$ cat src/rtl/if_stage_if.sv
// Fetch-stage boundary: decode handshake, branch bus and
// instruction SRAM port grouped into one bundle.
interface if_stage_if;
   logic        ID_Allow_in;
   logic [32:0] br_bus;
   logic        IF_to_ID_Valid;
   logic [63:0] IF_to_ID_Bus;
   logic        inst_sram_en;
   logic [3:0]  inst_sram_we;
   logic [31:0] inst_sram_addr;
   logic [31:0] inst_sram_wdata;
   logic [31:0] inst_sram_rdata;

   modport master (
      input  ID_Allow_in,
      input  br_bus,
      input  inst_sram_rdata,
      output IF_to_ID_Valid,
      output IF_to_ID_Bus,
      output inst_sram_en,
      output inst_sram_we,
      output inst_sram_addr,
      output inst_sram_wdata
   );

   modport slave (
      output ID_Allow_in,
      output br_bus,
      output inst_sram_rdata,
      input  IF_to_ID_Valid,
      input  IF_to_ID_Bus,
      input  inst_sram_en,
      input  inst_sram_we,
      input  inst_sram_addr,
      input  inst_sram_wdata
   );
endinterface

$ cat src/rtl/if_stage.sv
// Instruction fetch stage: pc sequencing, branch redirect and a
// one-entry buffer that holds SRAM read data across decode stalls.
module if_stage (
   input  logic         clk,
   input  logic         reset,
   if_stage_if.master   bus
);
   localparam logic [31:0] RESET_PC = 32'h1bfffffc;

   logic        w_to_if_valid;
   logic        w_br_taken;
   logic [31:0] w_br_target;
   logic [31:0] w_seq_pc;
   logic [31:0] w_nextpc;
   logic        w_if_ready_go;
   logic        w_if_allow_in;
   logic [31:0] w_inst;

   logic        r_if_valid;
   logic [31:0] r_if_pc;
   logic        r_buf_valid;
   logic [31:0] r_inst_buf;

   assign w_to_if_valid = ~reset;
   assign w_br_taken    = bus.br_bus[32];
   assign w_br_target   = bus.br_bus[31:0];
   assign w_seq_pc      = r_if_pc + 32'd4;
   assign w_nextpc      = w_br_taken ? w_br_target : w_seq_pc;
   assign w_if_ready_go = 1'b1;
   assign w_if_allow_in = ~r_if_valid
                        | (w_if_ready_go & bus.ID_Allow_in);

   always_ff @(posedge clk) begin
      if (reset) begin
         r_if_valid <= 1'b0;
         r_if_pc    <= RESET_PC;
      end else if (w_if_allow_in) begin
         r_if_valid <= w_to_if_valid;
         r_if_pc    <= w_nextpc;
      end
   end

   // SRAM data is only guaranteed the cycle after the read, so
   // capture it on the first stall cycle and replay it afterwards.
   always_ff @(posedge clk) begin
      if (reset) begin
         r_buf_valid <= 1'b0;
         r_inst_buf  <= 32'h0;
      end else if (w_if_allow_in) begin
         r_buf_valid <= 1'b0;
      end else if (r_if_valid & ~bus.ID_Allow_in & ~r_buf_valid) begin
         r_buf_valid <= 1'b1;
         r_inst_buf  <= bus.inst_sram_rdata;
      end
   end

   assign w_inst = r_buf_valid ? r_inst_buf : bus.inst_sram_rdata;

   assign bus.IF_to_ID_Valid  = r_if_valid & w_if_ready_go & ~w_br_taken;
   assign bus.IF_to_ID_Bus    = {r_if_pc, w_inst};
   assign bus.inst_sram_en    = w_to_if_valid & w_if_allow_in;
   assign bus.inst_sram_we    = 4'h0;
   assign bus.inst_sram_addr  = w_nextpc;
   assign bus.inst_sram_wdata = 32'h0;
endmodule

$ cat src/flat_wrapper.sv
// flat-port wrapper written by rule: the top's interface ports become plain ports
module if_stage_flat 
  (clk, reset, bus_ID_Allow_in, bus_br_bus, bus_inst_sram_rdata, bus_IF_to_ID_Valid, bus_IF_to_ID_Bus, bus_inst_sram_en, bus_inst_sram_we, bus_inst_sram_addr, bus_inst_sram_wdata);
  if_stage_if bus_i ();
  input  logic clk;
  input  logic reset;
  input wire logic [$bits(bus_i.ID_Allow_in)-1:0] bus_ID_Allow_in;
  input wire logic [$bits(bus_i.br_bus)-1:0] bus_br_bus;
  input wire logic [$bits(bus_i.inst_sram_rdata)-1:0] bus_inst_sram_rdata;
  output wire logic [$bits(bus_i.IF_to_ID_Valid)-1:0] bus_IF_to_ID_Valid;
  output wire logic [$bits(bus_i.IF_to_ID_Bus)-1:0] bus_IF_to_ID_Bus;
  output wire logic [$bits(bus_i.inst_sram_en)-1:0] bus_inst_sram_en;
  output wire logic [$bits(bus_i.inst_sram_we)-1:0] bus_inst_sram_we;
  output wire logic [$bits(bus_i.inst_sram_addr)-1:0] bus_inst_sram_addr;
  output wire logic [$bits(bus_i.inst_sram_wdata)-1:0] bus_inst_sram_wdata;
  assign bus_i.ID_Allow_in = bus_ID_Allow_in;
  assign bus_i.br_bus = bus_br_bus;
  assign bus_i.inst_sram_rdata = bus_inst_sram_rdata;
  assign bus_IF_to_ID_Valid = bus_i.IF_to_ID_Valid;
  assign bus_IF_to_ID_Bus = bus_i.IF_to_ID_Bus;
  assign bus_inst_sram_en = bus_i.inst_sram_en;
  assign bus_inst_sram_we = bus_i.inst_sram_we;
  assign bus_inst_sram_addr = bus_i.inst_sram_addr;
  assign bus_inst_sram_wdata = bus_i.inst_sram_wdata;
  if_stage u_core (.clk(clk), .reset(reset), .bus(bus_i));
endmodule
$ cat config.mk
export PLATFORM = sky130hd
export DESIGN_NAME = if_stage_flat
export DESIGN_NICKNAME = d
export VERILOG_FILES = /design/src/rtl/if_stage_if.sv /design/src/rtl/if_stage.sv /design/src/flat_wrapper.sv
export SDC_FILE = /design/constraint.sdc
export NUM_CORES = 1
export LEC_CHECK = 0
export BUFFER_PORTS_ARGS = -buffer_cell sky130_fd_sc_hd__buf_4
export CAP_MARGIN = 40
export CORE_MARGIN = 2
export CORE_UTILIZATION = 35
export DETAILED_ROUTE_END_ITERATION = 10
export PLACE_DENSITY = 0.59
export SYNTH_ARGS = -nofsm -noshare
export SYNTH_HDL_FRONTEND = slang
export SYNTH_SLANG_ARGS = --single-unit
$ cat constraint.sdc
create_clock -name clk -period 4 [get_ports clk]
set_input_delay 0.8 -clock clk [delete_from_list [all_inputs] [get_ports clk]]
set_output_delay 0.8 -clock clk [all_outputs]
set_load 0.005 [all_outputs]
==> results.txt <==
* Status: complete, no violations
- Top-area cell type share of the netlist area: 0.312
- For this run, asynchronously set or reset flops after synthesis account for 0.
* Via count: about 4300
- For this run, design rule violations remaining after detail routing come to 0.
- Of the total synthesized cell area, the portion taken by AND, OR, NAND and NOR gates is 0.238.
* Setup CP Type: reg -> out
- Area enclosed by the die boundary: 13000 µm²
- Largest family of logic cells by synthesized area: simple AND/OR/NAND/NOR gates
* Xor and xnor area share after synthesis: 0.0496
- Synth Flop Type: sky130_fd_sc_hd__dfxtp_1
* Period minus WS final: 3530 ps
- During synthesis, Yosys emitted a total of 0 warnings.
- Pin count of the biggest net entering global routing: between 50 and 60
* Routed via count divided by cell count: slightly above 5
- Share of post-route cells with drive strength above 1: 0.341
* Number of antenna-violating nets in the routed design: 0
- Top Ports: 202
* #FFs+latches synth: 66
- Detailed Route WL: approximately 13000 µm
- For this run, the top clock speed supported by timing is roughly 280 MHz.
- Maxcap violations: 0
- First-pass DRT Iterations: 4
- Final Slew Violations: 0
* Count of cells resized by post-cts repair: 0
- The area growth from synthesis to layout is 35.1%.
- Final cycle utilization of the critical path: 0.881
- Multi-input gate area in the final layout: ~2600 µm²
- The later pin in the worst-skew pair is clocked with a latency of roughly 330 ps.
- After synthesis, the mean cell area works out to about 7.7 µm².
- Mux share of post-synthesis cell area: 0.121
* H-tree depth: 3
- The area fraction in compound gates after synthesis came to 0.174.
- R2r setup slk: about 1600 ps
* Wire length of the first global-routing pass: between 15000 and 20000 µm
- Place WS: 923 ps
- In the final timing run, aggregate negative setup slack is 0 ps.
* Power density over the cells: 352 nW/µm²
- The floorplan has 40 rows.
- The layout has 1185 filler cells.
* Last weighted congestion value of the routability-driven placer: just over 0.8
- Number of instances in the synthesized netlist: between 500 and 600
- Worst Tran Pin Value: 827 ps
- The net count of the finished layout is 762.
- Number of DRC violations after detailed-routing iteration 0: roughly 210
- Hpwl dp: 9120 µm
- The initial antenna violation count was 0.
- Reported leakage power: 2.46 nW
* Wire per inst: ~15 µm
- For the worst setup path, the data required time is 3200 ps.
- Clock slew at reported path FFs: 50 ps
- Number of clock buffers inserted by TritonCTS: 9
- Proportion of synthesized chip area in sequential cells: 0.312
- Initial Util: 0.356
* Cell taking the most area after synthesis: sky130_fd_sc_hd__dfxtp_1
* Worst rel slew slack: 0.447
* Clock Sink Count: 66
* Buffers inserted by post-CTS timing repair: 0
- Of the total synthesized cell area, the portion taken by full adders, half adders and majority gates is 0.00295.
* Number of distinct library cells after synthesis: 52
- Post-route setup slack: approximately 470 ps
- STA classifies the critical path endpoint as an output port.
* Worst clock skew: between 5 and 6 ps
* Final-report setup violation count: 0
- Summed over all layers, the global routing overflow is 0.
* Hold_buf cts: 0
- Final Hold Vio Count: 0
* Count of input and output buffers: 165
- Worst hold path class: reg -> reg
- The number of global-route vias before repair was 4024.
* Die width: 114 µm
- Height of the die: 114 µm
- Main area contributors after synthesis: sky130_fd_sc_hd__dfxtp_1, sky130_fd_sc_hd__mux2_2, sky130_fd_sc_hd__nand2_1, sky130_fd_sc_hd__a21oi_1, sky130_fd_sc_hd__buf_4
* CTS tree: built
- 0 antenna diodes ended up in the layout.
- The core region is 11900 µm².
- Summing every instance area after synthesis gives 4240 µm².
- The cell sitting at the root of the clock tree is a sky130_fd_sc_hd__clkbuf_16.
- The synthesized design contains 0 enable-type register cells.
- In this run the deepest clock path goes through 2 buffers.
- Summing all flip-flop and latch instances after layout gives 1320 µm².
- RSZ-0062 raised after global routing: no
- Startpoint types: register
- Total track usage: 0.189
- Critical Path Fanout Max: 7
- Data arrives at the worst endpoint at roughly 2700 ps.
- The worst-case IR drop observed on VDD is between 0.15 and 0.2 mV.
==> routing by layer <==
metal  share of wire  vias up  track usage
li1                -     2142            -
met4           0.013        0       0.0740
met3           0.061       14       0.0404
met2            0.49      146        0.319
met1            0.43     1997        0.234
met5               0        -            0
==> registers in the layout, indices dropped and copies added (netlist names) <==
| name | cells |
|---|---|
| u_core.r_inst_buf | 32 |
| u_core.r_if_pc | 32 |
| u_core.r_buf_valid | 1 |
| u_core.r_if_valid | 1 |
==> synthesized netlist by cell type, types with 2 or more instances <==
library cell / count
sky130_fd_sc_hd__and4_1: 5
sky130_fd_sc_hd__dfxtp_1: 66
sky130_fd_sc_hd__nor2_1: 36
sky130_fd_sc_hd__o22ai_1: 7
sky130_fd_sc_hd__a21oi_1: 57
sky130_fd_sc_hd__o221a_2: 2
sky130_fd_sc_hd__o21ai_0: 21
sky130_fd_sc_hd__a22oi_1: 2
sky130_fd_sc_hd__buf_4: 36
sky130_fd_sc_hd__a31oi_1: 5
sky130_fd_sc_hd__inv_1: 4
sky130_fd_sc_hd__buf_2: 3
sky130_fd_sc_hd__nor4_1: 2
sky130_fd_sc_hd__nor4_4: 2
sky130_fd_sc_hd__nor3_1: 10
sky130_fd_sc_hd__nor2b_1: 3
sky130_fd_sc_hd__and3_1: 10
sky130_fd_sc_hd__a211o_1: 2
sky130_fd_sc_hd__a2bb2oi_1: 3
sky130_fd_sc_hd__nand2b_1: 9
sky130_fd_sc_hd__clkbuf_1: 29
sky130_fd_sc_hd__nand4_1: 7
sky130_fd_sc_hd__o21a_1: 3
sky130_fd_sc_hd__mux2_2: 40
sky130_fd_sc_hd__a21o_1: 2
sky130_fd_sc_hd__nand3_1: 18
sky130_fd_sc_hd__or2_2: 2
sky130_fd_sc_hd__buf_1: 5
sky130_fd_sc_hd__xor2_1: 11
sky130_fd_sc_hd__xnor2_1: 13
sky130_fd_sc_hd__nand2_1: 99
sky130_fd_sc_hd__or3_1: 2
sky130_fd_sc_hd__a221oi_1: 4
sky130_fd_sc_hd__mux2i_1: 6
sky130_fd_sc_hd__a21boi_0: 5
==> area by class of cell <==
| cell class | instances | area share |
|---|---|---|
| clock inverter | 2 | 0.00219 |
| inverter | 5 | 0.00328 |
| clock buffer | 14 | 0.0444 |
| multi-input combinational | 439 | 0.458 |
| sequential | 66 | 0.231 |
| timing repair buffer | 172 | 0.229 |
| tap | 147 | 0.0322 |
==> stage by stage <==
stage	util	hold slack, ps	instances	total power [mW]	cell area (µm²)
2_1_floorplan	-	433	583	1.08	4370
5_1_grt	0.480	466	845	2.13	5720
6_report	0.480	452	845	2.01	5720
3_3_place_gp	0.456	438	828	1.30	5430
3_5_place_dp	0.458	447	829	1.31	5450
4_1_cts	0.480	454	845	2.04	5720
==> cell families (layout without fill, tap and decap cells) <==
kind of cell,after synthesis,in the layout
other,1,36
buffers and inverters,78,193
AND/OR/NAND/NOR,210,210
AO/OA/AOI/OAI,122,122
flip-flops,66,66
XOR/XNOR,24,24
adder cells (fa/ha/maj),1,1
multiplexers,46,46
==> critical path: stages, from the launching register on <==
cell and delay, ps:
sky130_fd_sc_hd__dfxtp_1 460, sky130_fd_sc_hd__ha_1 300, sky130_fd_sc_hd__nand2_1 150, sky130_fd_sc_hd__nor4_1 680, sky130_fd_sc_hd__nand3_1 200, sky130_fd_sc_hd__xnor2_1 190, sky130_fd_sc_hd__mux2_2 280, sky130_fd_sc_hd__buf_4 130
==> path summary, 6_finish.rpt <==
kind,from,to,cells after the start
max,u_core.r_if_pc[2],bus_inst_sram_addr[26],7
min,u_core.r_inst_buf[20],u_core.r_inst_buf[20],2
max reg2reg,u_core.r_if_pc[2],u_core.r_if_pc[26],6
min reg2reg,u_core.r_inst_buf[20],u_core.r_inst_buf[20],2
==> power by group <==
part / internal, mW / leakage [nW] / switching, mW
combinational: 0.280 / 1.79 / 0.263
clock: 0.436 / 0.127 / 0.278
sequential: 0.701 / 0.543 / 0.0564
total: 1.42 / 2.46 / 0.597
==> layout by cell type (no fill, tap or decap), types with 5 or more instances in the layout <==
cell type,count
sky130_fd_sc_hd__o22ai_1,7
sky130_fd_sc_hd__xor2_1,11
sky130_fd_sc_hd__dfxtp_1,66
sky130_fd_sc_hd__buf_4,171
sky130_fd_sc_hd__nand2_1,99
sky130_fd_sc_hd__a21boi_0,5
sky130_fd_sc_hd__clkbuf_16,9
sky130_fd_sc_hd__nand3_1,18
sky130_fd_sc_hd__conb_1,36
sky130_fd_sc_hd__nor3_1,10
sky130_fd_sc_hd__nor2_1,35
sky130_fd_sc_hd__nand2b_1,9
sky130_fd_sc_hd__a21oi_1,57
sky130_fd_sc_hd__and3_1,10
sky130_fd_sc_hd__and4_1,5
sky130_fd_sc_hd__mux2_2,40
sky130_fd_sc_hd__o21ai_0,21
sky130_fd_sc_hd__nand4_1,7
sky130_fd_sc_hd__mux2i_1,6
sky130_fd_sc_hd__xnor2_1,13
sky130_fd_sc_hd__a31oi_1,5
Power figures use the tool's default switching activity.
